## src/rtl/vram_cpu_port.sv

```systemverilog
// vram_cpu_port: Z80 access port for the 1 KiB tile RAM window.
// Optional feature macro: VRAM_TIMEOUT_EN. When defined, a WAIT_FREE
// period longer than TIMEOUT_CYCLES forces a release (reads return 8'hFF,
// writes are dropped) and sets the sticky timeout_flag.
// Handshake: a request is live while mreq is low, the address hits the
// window and exactly one CPU strobe is low. The CPU is held on WAIT for
// every live-request cycle until DONE. A RAM strobe is only asserted in a
// cycle where vram_busy=0, so each committed access issues exactly one
// write strobe cycle (or one read strobe pair: address + capture).
module vram_cpu_port #(
  parameter logic [15:0] BASE_ADDR      = 16'h7400,
  parameter int          TIMEOUT_CYCLES = 1024
) (
  input  logic        clk,
  input  logic        rst,
  input  logic        cpu_mreq_n,
  input  logic        cpu_rd_n,
  input  logic        cpu_wr_n,
  input  logic [15:0] cpu_addr,
  input  logic [7:0]  cpu_din,
  output logic [7:0]  cpu_dout,
  output logic        cpu_dout_en,
  output logic        cpu_wait_n,
  input  logic        vram_busy,
  output logic        tile_ena,
  output logic        vram_rdn,
  output logic        vram_wrn,
  output logic [9:0]  vram_addr,
  output logic [7:0]  vram_din,
  input  logic [7:0]  vram_dout,
  output logic        timeout_flag,
  output logic [2:0]  dbg_state
);

  typedef enum logic [2:0] {
    S_IDLE      = 3'd0,
    S_WAIT_FREE = 3'd1,
    S_ACCESS    = 3'd2,
    S_CAPTURE   = 3'd3,
    S_DONE      = 3'd4
  } state_t;

  state_t      r_state;
  state_t      w_next;
  logic        w_hit;
  logic        w_req;
  logic        w_release;
  logic        w_take_data;
  logic        w_timeout;
  logic        w_to_fire;
  logic        w_in_access;
  logic        r_is_rd;
  logic [9:0]  r_addr;
  logic [7:0]  r_din;
  logic [7:0]  r_dout;

  // Request decode; reset masks the request so WAIT is released during reset.
  assign w_hit     = (cpu_addr[15:10] == BASE_ADDR[15:10]);
  assign w_req     = !rst && !cpu_mreq_n && w_hit && (cpu_rd_n ^ cpu_wr_n);
  assign w_release = cpu_mreq_n || (cpu_rd_n && cpu_wr_n);
  assign w_to_fire = (r_state == S_WAIT_FREE) && vram_busy && w_timeout;

`ifdef VRAM_TIMEOUT_EN
  localparam int CNT_W = $clog2(TIMEOUT_CYCLES);
  localparam logic [CNT_W-1:0] CNT_LAST = CNT_W'(TIMEOUT_CYCLES - 1);

  logic [CNT_W-1:0] r_cnt;
  logic             r_timeout_flag;

  assign w_timeout    = (r_cnt == CNT_LAST);
  assign timeout_flag = r_timeout_flag;

  // Count consecutive WAIT_FREE cycles; cleared whenever WAIT_FREE is left.
  always_ff @(posedge clk or posedge rst) begin
    if (rst) begin
      r_cnt <= '0;
    end else if (r_state == S_WAIT_FREE && w_next == S_WAIT_FREE) begin
      r_cnt <= r_cnt + 1'b1;
    end else begin
      r_cnt <= '0;
    end
  end

  // Sticky timeout indicator, cleared only by reset.
  always_ff @(posedge clk or posedge rst) begin
    if (rst) begin
      r_timeout_flag <= 1'b0;
    end else if (w_to_fire) begin
      r_timeout_flag <= 1'b1;
    end
  end
`else
  // No counter in this build: WAIT_FREE waits for as long as the RAM is busy.
  logic w_unused_timeout;
  assign w_unused_timeout = ^TIMEOUT_CYCLES;
  assign w_timeout        = 1'b0;
  assign timeout_flag     = 1'b0;
`endif

  // State register.
  always_ff @(posedge clk or posedge rst) begin
    if (rst) begin
      r_state <= S_IDLE;
    end else begin
      r_state <= w_next;
    end
  end

  // Next-state logic; a busy RAM during ACCESS/CAPTURE forces a retry.
  always_comb begin
    w_next      = r_state;
    w_take_data = 1'b0;
    case (r_state)
      S_IDLE: begin
        if (w_req) w_next = S_WAIT_FREE;
      end
      S_WAIT_FREE: begin
        if (!vram_busy)     w_next = S_ACCESS;
        else if (w_to_fire) w_next = S_DONE;
      end
      S_ACCESS: begin
        if (vram_busy)    w_next = S_WAIT_FREE;
        else if (r_is_rd) w_next = S_CAPTURE;
        else              w_next = S_DONE;
      end
      S_CAPTURE: begin
        if (vram_busy) begin
          w_next = S_WAIT_FREE;
        end else begin
          w_next      = S_DONE;
          w_take_data = 1'b1;
        end
      end
      S_DONE: begin
        if (w_release) w_next = S_IDLE;
      end
      default: w_next = S_IDLE;
    endcase
  end

  // Latch offset, write data and direction when a request is accepted.
  always_ff @(posedge clk or posedge rst) begin
    if (rst) begin
      r_addr  <= '0;
      r_din   <= '0;
      r_is_rd <= 1'b0;
    end else if (r_state == S_IDLE && w_req) begin
      r_addr  <= cpu_addr[9:0];
      r_din   <= cpu_din;
      r_is_rd <= !cpu_rd_n;
    end
  end

  // Read data register: RAM data on capture, 8'hFF on a forced release.
  always_ff @(posedge clk or posedge rst) begin
    if (rst) begin
      r_dout <= '0;
    end else if (w_take_data) begin
      r_dout <= vram_dout;
    end else if (w_to_fire && r_is_rd) begin
      r_dout <= 8'hFF;
    end
  end

  // RAM-side strobes are gated by vram_busy so a retried cycle issues nothing.
  assign w_in_access = (r_state == S_ACCESS) || (r_state == S_CAPTURE);
  assign tile_ena    = w_in_access;
  assign vram_wrn    = !((r_state == S_ACCESS) && !r_is_rd && !vram_busy);
  assign vram_rdn    = !(w_in_access && r_is_rd && !vram_busy);
  assign vram_addr   = r_addr;
  assign vram_din    = r_din;

  // CPU-side outputs.
  assign cpu_wait_n  = !(w_req && (r_state != S_DONE));
  assign cpu_dout    = r_dout;
  assign cpu_dout_en = (r_state == S_DONE) && r_is_rd;
  assign dbg_state   = r_state;

endmodule

```

## config.mk

```make
export PLATFORM = sky130hd
export DESIGN_NAME = vram_cpu_port
export DESIGN_NICKNAME = d
export VERILOG_FILES = /design/src/rtl/vram_cpu_port.sv
export SDC_FILE = /design/constraint.sdc
export NUM_CORES = 1
export LEC_CHECK = 0
export ABC_AREA = 0
export ABC_CLOCK_PERIOD_IN_PS = 2700
export CORE_UTILIZATION = 38
export CTS_CLUSTER_DIAMETER = 50
export DETAILED_ROUTE_END_ITERATION = 10
export PLACE_DENSITY = 0.82
export SLEW_MARGIN = 0
export SYNTH_ARGS = -nofsm -noshare
export SYNTH_HDL_FRONTEND = slang
export SYNTH_SLANG_ARGS = --single-unit
```

## constraint.sdc

```tcl
create_clock -name clk -period 2.7 [get_ports clk]
set_input_delay 0.54 -clock clk [delete_from_list [all_inputs] [get_ports clk]]
set_output_delay 0.54 -clock clk [all_outputs]
set_load 0.03 [all_outputs]
```

==> results of run 1 <==
## routing by layer
| layer | global-route usage, % | vias to the layer above | routed length (um) |
|---|---|---|---|
| met5 | 0 | - | 0 |
| met4 | 7.79 | 0 | 68 |
| met3 | 8.74 | 8 | 282 |
| met2 | 34.1 | 57 | 1540 |
| met1 | 19.5 | 484 | 1200 |
| li1 | - | 472 | - |
## power groups by stage
stage / clock network, uW / logic [uW] / registers [uW]
4_1_cts: 359 / 672 / 610
3_5_place_dp: 0 / 670 / 618
5_1_grt: 381 / 703 / 624
3_3_place_gp: 0 / 659 / 611
2_1_floorplan: 0 / 205 / 781
6_report: 345 / 668 / 608
## area by class of cell
class                      count  share of cell area, %
inverter                       3                  0.518
clock buffer                   5                   1.73
multi-input combinational     52                   23.6
clock inverter                 3                   1.84
tap                           44                   2.53
timing repair buffer          78                   35.2
sequential                    30                   34.6
## worst max-delay path: stages
cell and delay (ps):
clkdlybuf4s50_1 430, ha_1 290, nand4b_1 130, nor3_1 190, nand2_1 60, dlygate4sd2_1 350
## how the worst max path moves through the flow
stage                               end  slack (ps)  cells after the start
6_report                     cpu_wait_n         160                      6
5_1_grt                     cpu_dout_en          90                      4
4_1_cts                        vram_wrn          30                      5
3_5_place_dp                 cpu_wait_n         -70                      6
3_3_place_gp                 cpu_wait_n         -30                      6
2_1_floorplan  vram_addr[9]$_DFFE_PP0P_         500                      5
## registers in the layout (all words and copies together), names as in the netlist
name,cells
vram_addr,10
cpu_dout,8
vram_din,8
dbg_state,3
r_is_rd,1
## through the flow
stage | total power (uW) | std cells | TNS [ps] | instance area, um^2 | utilization [%]
6_report | 1620 | 215 | 0 | 2170 | 68.9
5_1_grt | 1710 | 215 | 0 | 2170 | 68.9
4_1_cts | 1640 | 215 | 0 | 2170 | 68.8
3_5_place_dp | 1290 | 207 | -73.9 | 2090 | 66.4
3_3_place_gp | 1270 | 207 | -25.0 | 2090 | 66.4
2_1_floorplan | 986 | 89 | 0 | 1310 | -
## repair_timing
action                                  4_1_cts  5_1_grt
hold buffers                                  0        0
setup buffers                                 0        0
resized for setup                             1        1
hold endpoints to repair                      0        0
endpoints found under the setup margin        1        1
## logic make-up (layout without fill, tap and decap cells)
logic type	Yosys count	in the layout	synth area share (%)
flops	30	30	57.5
fa+ha+maj	1	1	0.958
simple gates	18	18	9.10
other cells	1	1	0.287
compound gates	4	4	2.39
mux	28	28	26.5
buf+inv	7	89	3.26
## cells in the final DEF, fill, tap and decap left out, drive strengths merged
cell,Yosys,layout
and3,1,1
dlymetal6s2s,0,1
o211a,1,1
clkinv,0,2
mux2,26,26
buf,3,7
o31ai,1,1
nor3,2,2
a21oi,1,1
nand3,1,1
clkdlybuf4s50,0,69
nor2b,2,2
or3,3,3
o32ai,1,1
dlygate4sd2,0,1
nand4b,1,1
bufinv,0,1
ha,1,1
clkbuf,1,5
conb,1,1
nand2,4,4
inv,3,3
mux2i,2,2
dfrtp,30,30
nor4,1,1
nor2,3,3
==> flow_summary.json, run 1 <==
{
  "clock.fmax_ghz": 0.394,
  "critPathArrivalTime_ps": 2000,
  "synth_area_mm2": 0.00131,
  "path_clk_slew_ps": 90,
  "synthCells": 89,
  "yosysSeqAreaShare_pct": 57.5,
  "grt_setup_unrepaired": "false",
  "antenna_left": 0,
  "multi_input_area_um2": 513,
  "nNetsFinal": 209,
  "cts_sinks": 30,
  "wire_per_inst_um": 14.3,
  "cts_buffer_depth": 2,
  "synth_area_leader_cell": "dfrtp_1",
  "clkPwrFrac_pct": 21.3,
  "synth.net_count": 128,
  "netSwitchingFraction_pct": 34.7,
  "peakVddDrop_uv": 372,
  "fp.dieH_um": 60.6,
  "synth_common_cells": "dfrtp_1, mux2_2, mux2_4, nand2_1",
  "areaGrowthSynthToFinish_pct": 66.3,
  "start_util_pct": 41.4,
  "r2r_cells": 4,
  "drt_iter0_markers": 12,
  "ios": 73,
  "yosys_warnings": 0,
  "cts-buffers-inserted": 5,
  "min_delay_worst_endpoint": "cpu_dout[1]$_DFFE_PP0N_",
  "synth_edf_count": 0,
  "io_buffers": 71,
  "cp.required_ps": 2160,
  "dr.pass1.iters": 4,
  "wl_mm": 3.09,
  "timing.final.hold_violations": 0,
  "gr-total-overflow": 0,
  "fin_ws_ps": 162,
  "finalWeightedCongestion": 0.870,
  "drc": 0,
  "clock-root-buffer": "clkbuf_4",
  "avgSynthCellArea_um2": 14.7,
  "dp_hpwl_mm": 2.33,
  "fillers": 239,
  "via_per_inst": 4.75,
  "crit_path_start": "cpu_rd_n",
  "clk_latency_ps": 330,
  "tritoncts": "built",
  "worst_setup_path_end_kind": "output port",
  "combPwrFrac_pct": 41.2,
  "die_area_mm2": 0.00368,
  "worstSetupStartpointType": "primary input",
  "hold_start": "cpu_dout[1]$_DFFE_PP0N_",
  "reg2reg_to": "vram_addr[6]$_DFFE_PP0P_",
  "p_leak_uw": 0.000957,
  "finalCriticalPeriod_ps": 2540,
  "p_seq_share_pct": 37.5,
  "yosys-top-cells-area": "dfrtp_1, mux2_2, mux2_4",
  "vias": 1021,
  "ys_ff_latch": 30,
  "setup_viol": 0,
  "rows": 20,
  "power.density_mw_per_mm2": 746,
  "place_ws_ps": -73.9,
  "die_width_um": 60.6,
  "drive_above_1_share_pct": 25.7,
  "diodes": 0,
  "cap_violations": 0,
  "path_class": "in -> out",
  "reg2reg_from": "dbg_state[2]$_DFFE_PP0P_",
  "ys_types": 25,
  "cts_max_level": 2,
  "seq_area_um2": 751,
  "core-area_mm2": 0.00315,
  "switchingPower_uw": 563,
  "synth.top_cell.area_share_pct": 57.5,
  "ys.flop_type": "dfrtp_1",
  "critPathMaxFanout": 2,
  "min-delay-path-class": "reg -> reg",
  "yosysMostFrequentCell": "dfrtp_1",
  "track_usage_pct": 19.2,
  "fin_skew_ps": 12.7,
  "reg2reg_slack_ps": 950,
  "grt_max_degree": 31,
  "fin_crit_sh_pct": 94.0,
  "p_int_uw": 1060,
  "drv_slew": 0,
  "antenna_found_initial": 0,
  "status": "finished, final reports clean",
  "whs_ps": 512,
  "grt_pass1_vias": 1127,
  "async_reset_ff_share_pct": 100,
  "grt_pass1_wl_mm": 4.98,
  "hold_depth": 1
}
No activity file was read; power rests on OpenSTA's default activity.
==> run 2, diff against run 1 <==
--- a/config.mk
+++ b/config.mk
@@ -5,9 +5,9 @@
 export SDC_FILE = /design/constraint.sdc
 export NUM_CORES = 1
 export LEC_CHECK = 0
-export ABC_AREA = 0
+export ABC_AREA = 1
 export ABC_CLOCK_PERIOD_IN_PS = 2700
-export CORE_UTILIZATION = 38
+export CORE_UTILIZATION = 39
 export CTS_CLUSTER_DIAMETER = 50
 export DETAILED_ROUTE_END_ITERATION = 10
 export PLACE_DENSITY = 0.82
==> flow_summary.json, run 2 <==
{
  "cts_resized": 1,
  "timing.final.hold_violations": 0,
  "gr-total-overflow": 0,
  "dp_hpwl_mm": 2.33,
  "placed_cells": 289,
  "fillers": 301,
  "fp.dieH_um": 62.4,
  "drc": 0,
  "clock.fmax_ghz": 0.393,
  "min-delay-path-class": "reg -> reg",
  "nNetsFinal": 289,
  "areaGrowthSynthToFinish_pct": 59.5,
  "final_common_cell": "nand2_1",
  "cap_violations": 0,
  "clock-root-buffer": "clkbuf_4",
  "wl_mm": 3.03,
  "worstPathCellList": "clkdlybuf4s50_1, ha_1, nand2_1, nor2_2, inv_1, nor2_4, nand3_1, dlygate4sd2_1",
  "grt_pass1_vias": 1324,
  "grt_pass1_wl_mm": 5.66,
  "yosys_warnings": 0,
  "path_class": "in -> out",
  "largest_register_ffs": 10,
  "async_reset_ff_share_pct": 100,
  "cts_setup_buffers": 0,
  "tritoncts": "built",
  "diodes": 0,
  "fin_skew_ps": 6.53,
  "core-area_mm2": 0.00342,
  "cts_sinks": 30,
  "yosys-top-cells-area": "dfrtp_1, nand2_1, inv_1",
  "worst_setup_path_end_kind": "output port",
  "ios": 73,
  "cp.required_ps": 2160,
  "finalCriticalPeriod_ps": 2550,
  "dr.pass1.iters": 5,
  "cts_max_level": 2,
  "ys.flop_type": "dfrtp_1",
  "grt_max_degree": 31,
  "track_usage_pct": 18.8,
  "start_util_pct": 41.6,
  "synth.top_cell.area_share_pct": 52.8,
  "final_cells": 297,
  "synth_edf_count": 0,
  "synth_common_cells": "nand2_1, dfrtp_1, inv_1, nor2_1",
  "die_width_um": 62.4,
  "finalWeightedCongestion": 0.767,
  "worstSetupStartpointType": "primary input",
  "cts_buffer_depth": 2,
  "drive_above_1_share_pct": 12.4,
  "peakVddDrop_uv": 311,
  "slowest_stage": "clkdlybuf4s50_1",
  "synthCells": 170,
  "drv_slew": 0,
  "avgSynthCellArea_um2": 8.37,
  "critPathMaxFanout": 2,
  "setup_tns_ps": 0,
  "clk_latency_ps": 320,
  "synth_area_leader_cell": "dfrtp_1",
  "yosysMostFrequentCell": "nand2_1",
  "place_ws_ps": -109,
  "synth_area_mm2": 0.00142,
  "ys_ff_latch": 30,
  "status": "finished, final reports clean",
  "antenna_found_initial": 0,
  "p_leak_uw": 0.00112,
  "rows": 21,
  "mostFrequentLayoutCells": "nand2_1, clkdlybuf4s50_1, dfrtp_1, inv_1, nor2_1",
  "via_per_inst": 4.42,
  "fin_ws_ps": 154,
  "critPathArrivalTime_ps": 2010,
  "drt_iter0_markers": 47,
  "synth.net_count": 209,
  "vias": 1314,
  "ys_types": 22,
  "power.density_mw_per_mm2": 730,
  "io_buffers": 71,
  "setup_viol": 0,
  "reg2reg_slack_ps": 1390,
  "fin_crit_sh_pct": 94.3,
  "yosysSeqAreaShare_pct": 52.8,
  "path_clk_slew_ps": 100,
  "wire_per_inst_um": 10.2,
  "hold_buffers": 0,
  "antenna_left": 0,
  "cts-buffers-inserted": 5,
  "die_area_mm2": 0.00389,
  "final_core_util_pct": 66.4,
  "grt_setup_unrepaired": "false",
  "cpPeakStageDelay_ps": 420
}
-- run 2: changes by cell type in the layout (fill, tap and decap cells not counted), sizes merged, moves of 2 or more --
cell	previous run	this run
buf	7	5
clkbuf	5	7
clkinv	2	0
inv	3	12
mux2	26	0
mux2i	2	0
nand2	4	95
nand3	1	9
nand4	0	2
nor2	3	15
nor2b	2	0
nor3	2	0
or3	3	0
-- run 2: power breakdown --
part | switching [uW] | internal, uW
Sequential | 72.2 | 537
Clock | 151 | 196
Combinational | 407 | 293
-- run 2: metrics by stage --
stage,cell area [um^2],hold slack [ps],power (uW)
floorplan,1420,480,1030
global placement,2190,452,1310
detailed placement,2190,458,1330
CTS,2270,481,1680
global route,2270,507,1770
finish,2270,475,1660
-- run 2: critical path, delay by kind of cell --
family / cells / cell delay, ps
adder cells (fa/ha/maj): 1 / 280
buffers and inverters: 3 / 860
AND/OR/NAND/NOR: 4 / 320
-- run 2: final timing paths --
| path | endpoint | cells after the start | start |
|---|---|---|---|
| max | cpu_wait_n | 8 | cpu_rd_n |
| min | vram_addr[8]$_DFFE_PP0P_ | 2 | vram_addr[8]$_DFFE_PP0P_ |
| max reg2reg | cpu_dout[1]$_DFFE_PP0N_ | 6 | dbg_state[2]$_DFFE_PP0P_ |
| min reg2reg | vram_addr[8]$_DFFE_PP0P_ | 2 | vram_addr[8]$_DFFE_PP0P_ |
| max in group asynchronous | vram_addr[2]$_DFFE_PP0P_ | 3 | rst |
| min in group asynchronous | dbg_state[0]$_DFFE_PP0P_ | 3 | rst |
-- run 2: routing by layer --
layer	global-route usage [%]	routed length [um]	vias up
met5	0	0	-
met2	33.7	1520	44
met3	6.20	186	7
li1	-	-	677
met1	20.3	1280	586
met4	7.85	51	0
-- run 2: cell families (layout without fill, tap and decap cells) --
logic type	Yosys count	count (layout)	share of synthesized area [%]
compound gates	2	2	0.703
fa+ha+maj	1	1	0.879
buf+inv	15	96	5.72
flops	30	30	52.8
other cells	1	1	0.264
simple gates	121	121	39.7
-- run 2: area by class of cell --
cell class,instances,area [um^2],area share [%]
clock buffer,7,45.0,1.99
timing repair buffer,76,747,32.9
tap,46,57.6,2.54
sequential,30,751,33.1
inverter,12,47.5,2.10
multi-input combinational,125,591,26.0
clock inverter,1,30.0,1.32
==> run 3, diff against run 2 <==
--- a/config.mk
+++ b/config.mk
@@ -11,6 +11,7 @@
 export CTS_CLUSTER_DIAMETER = 50
 export DETAILED_ROUTE_END_ITERATION = 10
 export PLACE_DENSITY = 0.82
+export SETUP_SLACK_MARGIN = 0.3
 export SLEW_MARGIN = 0
 export SYNTH_ARGS = -nofsm -noshare
 export SYNTH_HDL_FRONTEND = slang
==> flow_summary.json, run 3 (synthesis gave the netlist of run 2 again) <==
{
  "wire_per_inst_um": 10.5,
  "placed_cells": 289,
  "fp.dieH_um": 62.4,
  "worst_setup_path_end_kind": "output port",
  "min-delay-path-class": "reg -> reg",
  "largest_register_ffs": 10,
  "finalWeightedCongestion": 0.767,
  "path_class": "in -> out",
  "die_width_um": 62.4,
  "grt_pass1_vias": 1324,
  "clkPwrFrac_pct": 21.0,
  "via_per_inst": 4.46,
  "p_leak_uw": 0.00114,
  "worstSetupStartpointType": "primary input",
  "vias": 1325,
  "diodes": 0,
  "status": "finished, final reports clean",
  "cts-buffers-inserted": 5,
  "grt_pass1_wl_mm": 5.66,
  "core-area_mm2": 0.00342,
  "clk_latency_ps": 330,
  "drive_above_1_share_pct": 13.5,
  "gr-total-overflow": 0,
  "drt_iter0_markers": 53,
  "dp_hpwl_mm": 2.33,
  "grtUsageMet1_pct": 20.3,
  "fin_crit_sh_pct": 87.5,
  "final_common_cell": "nand2_1",
  "timing.final.hold_violations": 0,
  "combPwrFrac_pct": 42.3,
  "die_area_mm2": 0.00389,
  "setup_tns_ps": 0,
  "areaGrowthSynthToFinish_pct": 60.2,
  "met3_usage_pct": 6.20,
  "mostFrequentLayoutCells": "nand2_1, clkdlybuf4s50_1, dfrtp_1, inv_1, nor2_1",
  "cp.required_ps": 2160,
  "nNetsFinal": 289,
  "clock-root-buffer": "clkbuf_4",
  "cts_setup_buffers": 0,
  "p_seq_share_pct": 36.7,
  "final_cells": 297,
  "drv_slew": 0,
  "path_clk_slew_ps": 100,
  "dr.pass1.iters": 6,
  "rows": 21,
  "finalCriticalPeriod_ps": 2360,
  "critPathArrivalTime_ps": 1820,
  "setup_viol": 0,
  "antenna_left": 0,
  "tritoncts": "built",
  "wl_mm": 3.11,
  "peakVddDrop_uv": 311,
  "use_met2_pct": 33.7,
  "fin_skew_ps": 6.97,
  "power.density_mw_per_mm2": 728,
  "hold_start": "vram_addr[8]$_DFFE_PP0P_",
  "grt_max_degree": 31,
  "cts_sinks": 30,
  "switchingPower_uw": 634,
  "busiest_layer": "met2",
  "cts_max_level": 2,
  "crit_path_start": "cpu_rd_n",
  "cts_buffer_depth": 2,
  "io_buffers": 71,
  "drc": 0,
  "ios": 73,
  "p_int_uw": 1020,
  "cap_violations": 0,
  "final_core_util_pct": 66.7,
  "clock.fmax_ghz": 0.423,
  "grt_setup_unrepaired": "true",
  "start_util_pct": 41.6,
  "hold_buffers": 0,
  "netSwitchingFraction_pct": 38.3,
  "reg2reg_from": "dbg_state[2]$_DFFE_PP0P_",
  "critPathMaxFanout": 2,
  "track_usage_pct": 18.8,
  "antenna_found_initial": 0
}
[run 3: final cells by class]
cell class              count  area, um^2
well taps                  46        57.6
repair buffers             76         752
flip-flops and latches     30         751
clock inverters             1        30.0
clock buffers               7        45.0
fillers                   304        1140
multi-input cells         125         596
inverters                  12        47.5
[run 3: timing repair]
item / CTS / global route
setup endpoints to repair: 3 / 3
hold endpoints to repair: 0 / 0
resized for setup: 7 / 7
pin swaps: 0 / 3
[run 3: path summary, 6_finish.rpt]
path	depth (start not counted)	slack (ps)	end
hold / removal	2	480	vram_addr[8]$_DFFE_PP0P_
min in group asynchronous	3	630	dbg_state[0]$_DFFE_PP0P_
hold reg to reg	2	480	vram_addr[8]$_DFFE_PP0P_
setup / recovery	8	340	cpu_wait_n
max in group asynchronous	3	1790	vram_addr[2]$_DFFE_PP0P_
setup reg to reg	6	1390	cpu_dout[1]$_DFFE_PP0N_
[run 3: metal layers]
metal  part of all wire [%]  wire length [um]
met2                     51              1580
met3                    6.4               198
met5                      0                 0
met1                     41              1290
met4                    1.5                48
[run 3: metrics by stage]
stage               area, um^2  total power [uW]  setup slack, ps  hold slack (ps)
finish                    2280              1660              338              476
global route              2280              1770              238              507
CTS                       2260              1680              304              481
detailed placement        2190              1330             -109              458
global placement          2190              1310            -50.8              452
floorplan                 1420              1030              751              480
[run 3: power by group through the flow]
stage / Sequential [uW] / Clock, uW / Combinational, uW
2_1_floorplan: 786 / 0 / 243
6_report: 609 / 348 / 701
4_1_cts: 611 / 360 / 706
3_5_place_dp: 619 / 0 / 707
5_1_grt: 627 / 383 / 755
3_3_place_gp: 615 / 0 / 696
[run 3: worst max-delay path, stage by stage]
cell and delay (ps):
clkdlybuf4s50_1 430, ha_1 280, nand2_1 60, nor2_2 130
inv_2 60, nor2_4 90, nand3_2 80, buf_6 150
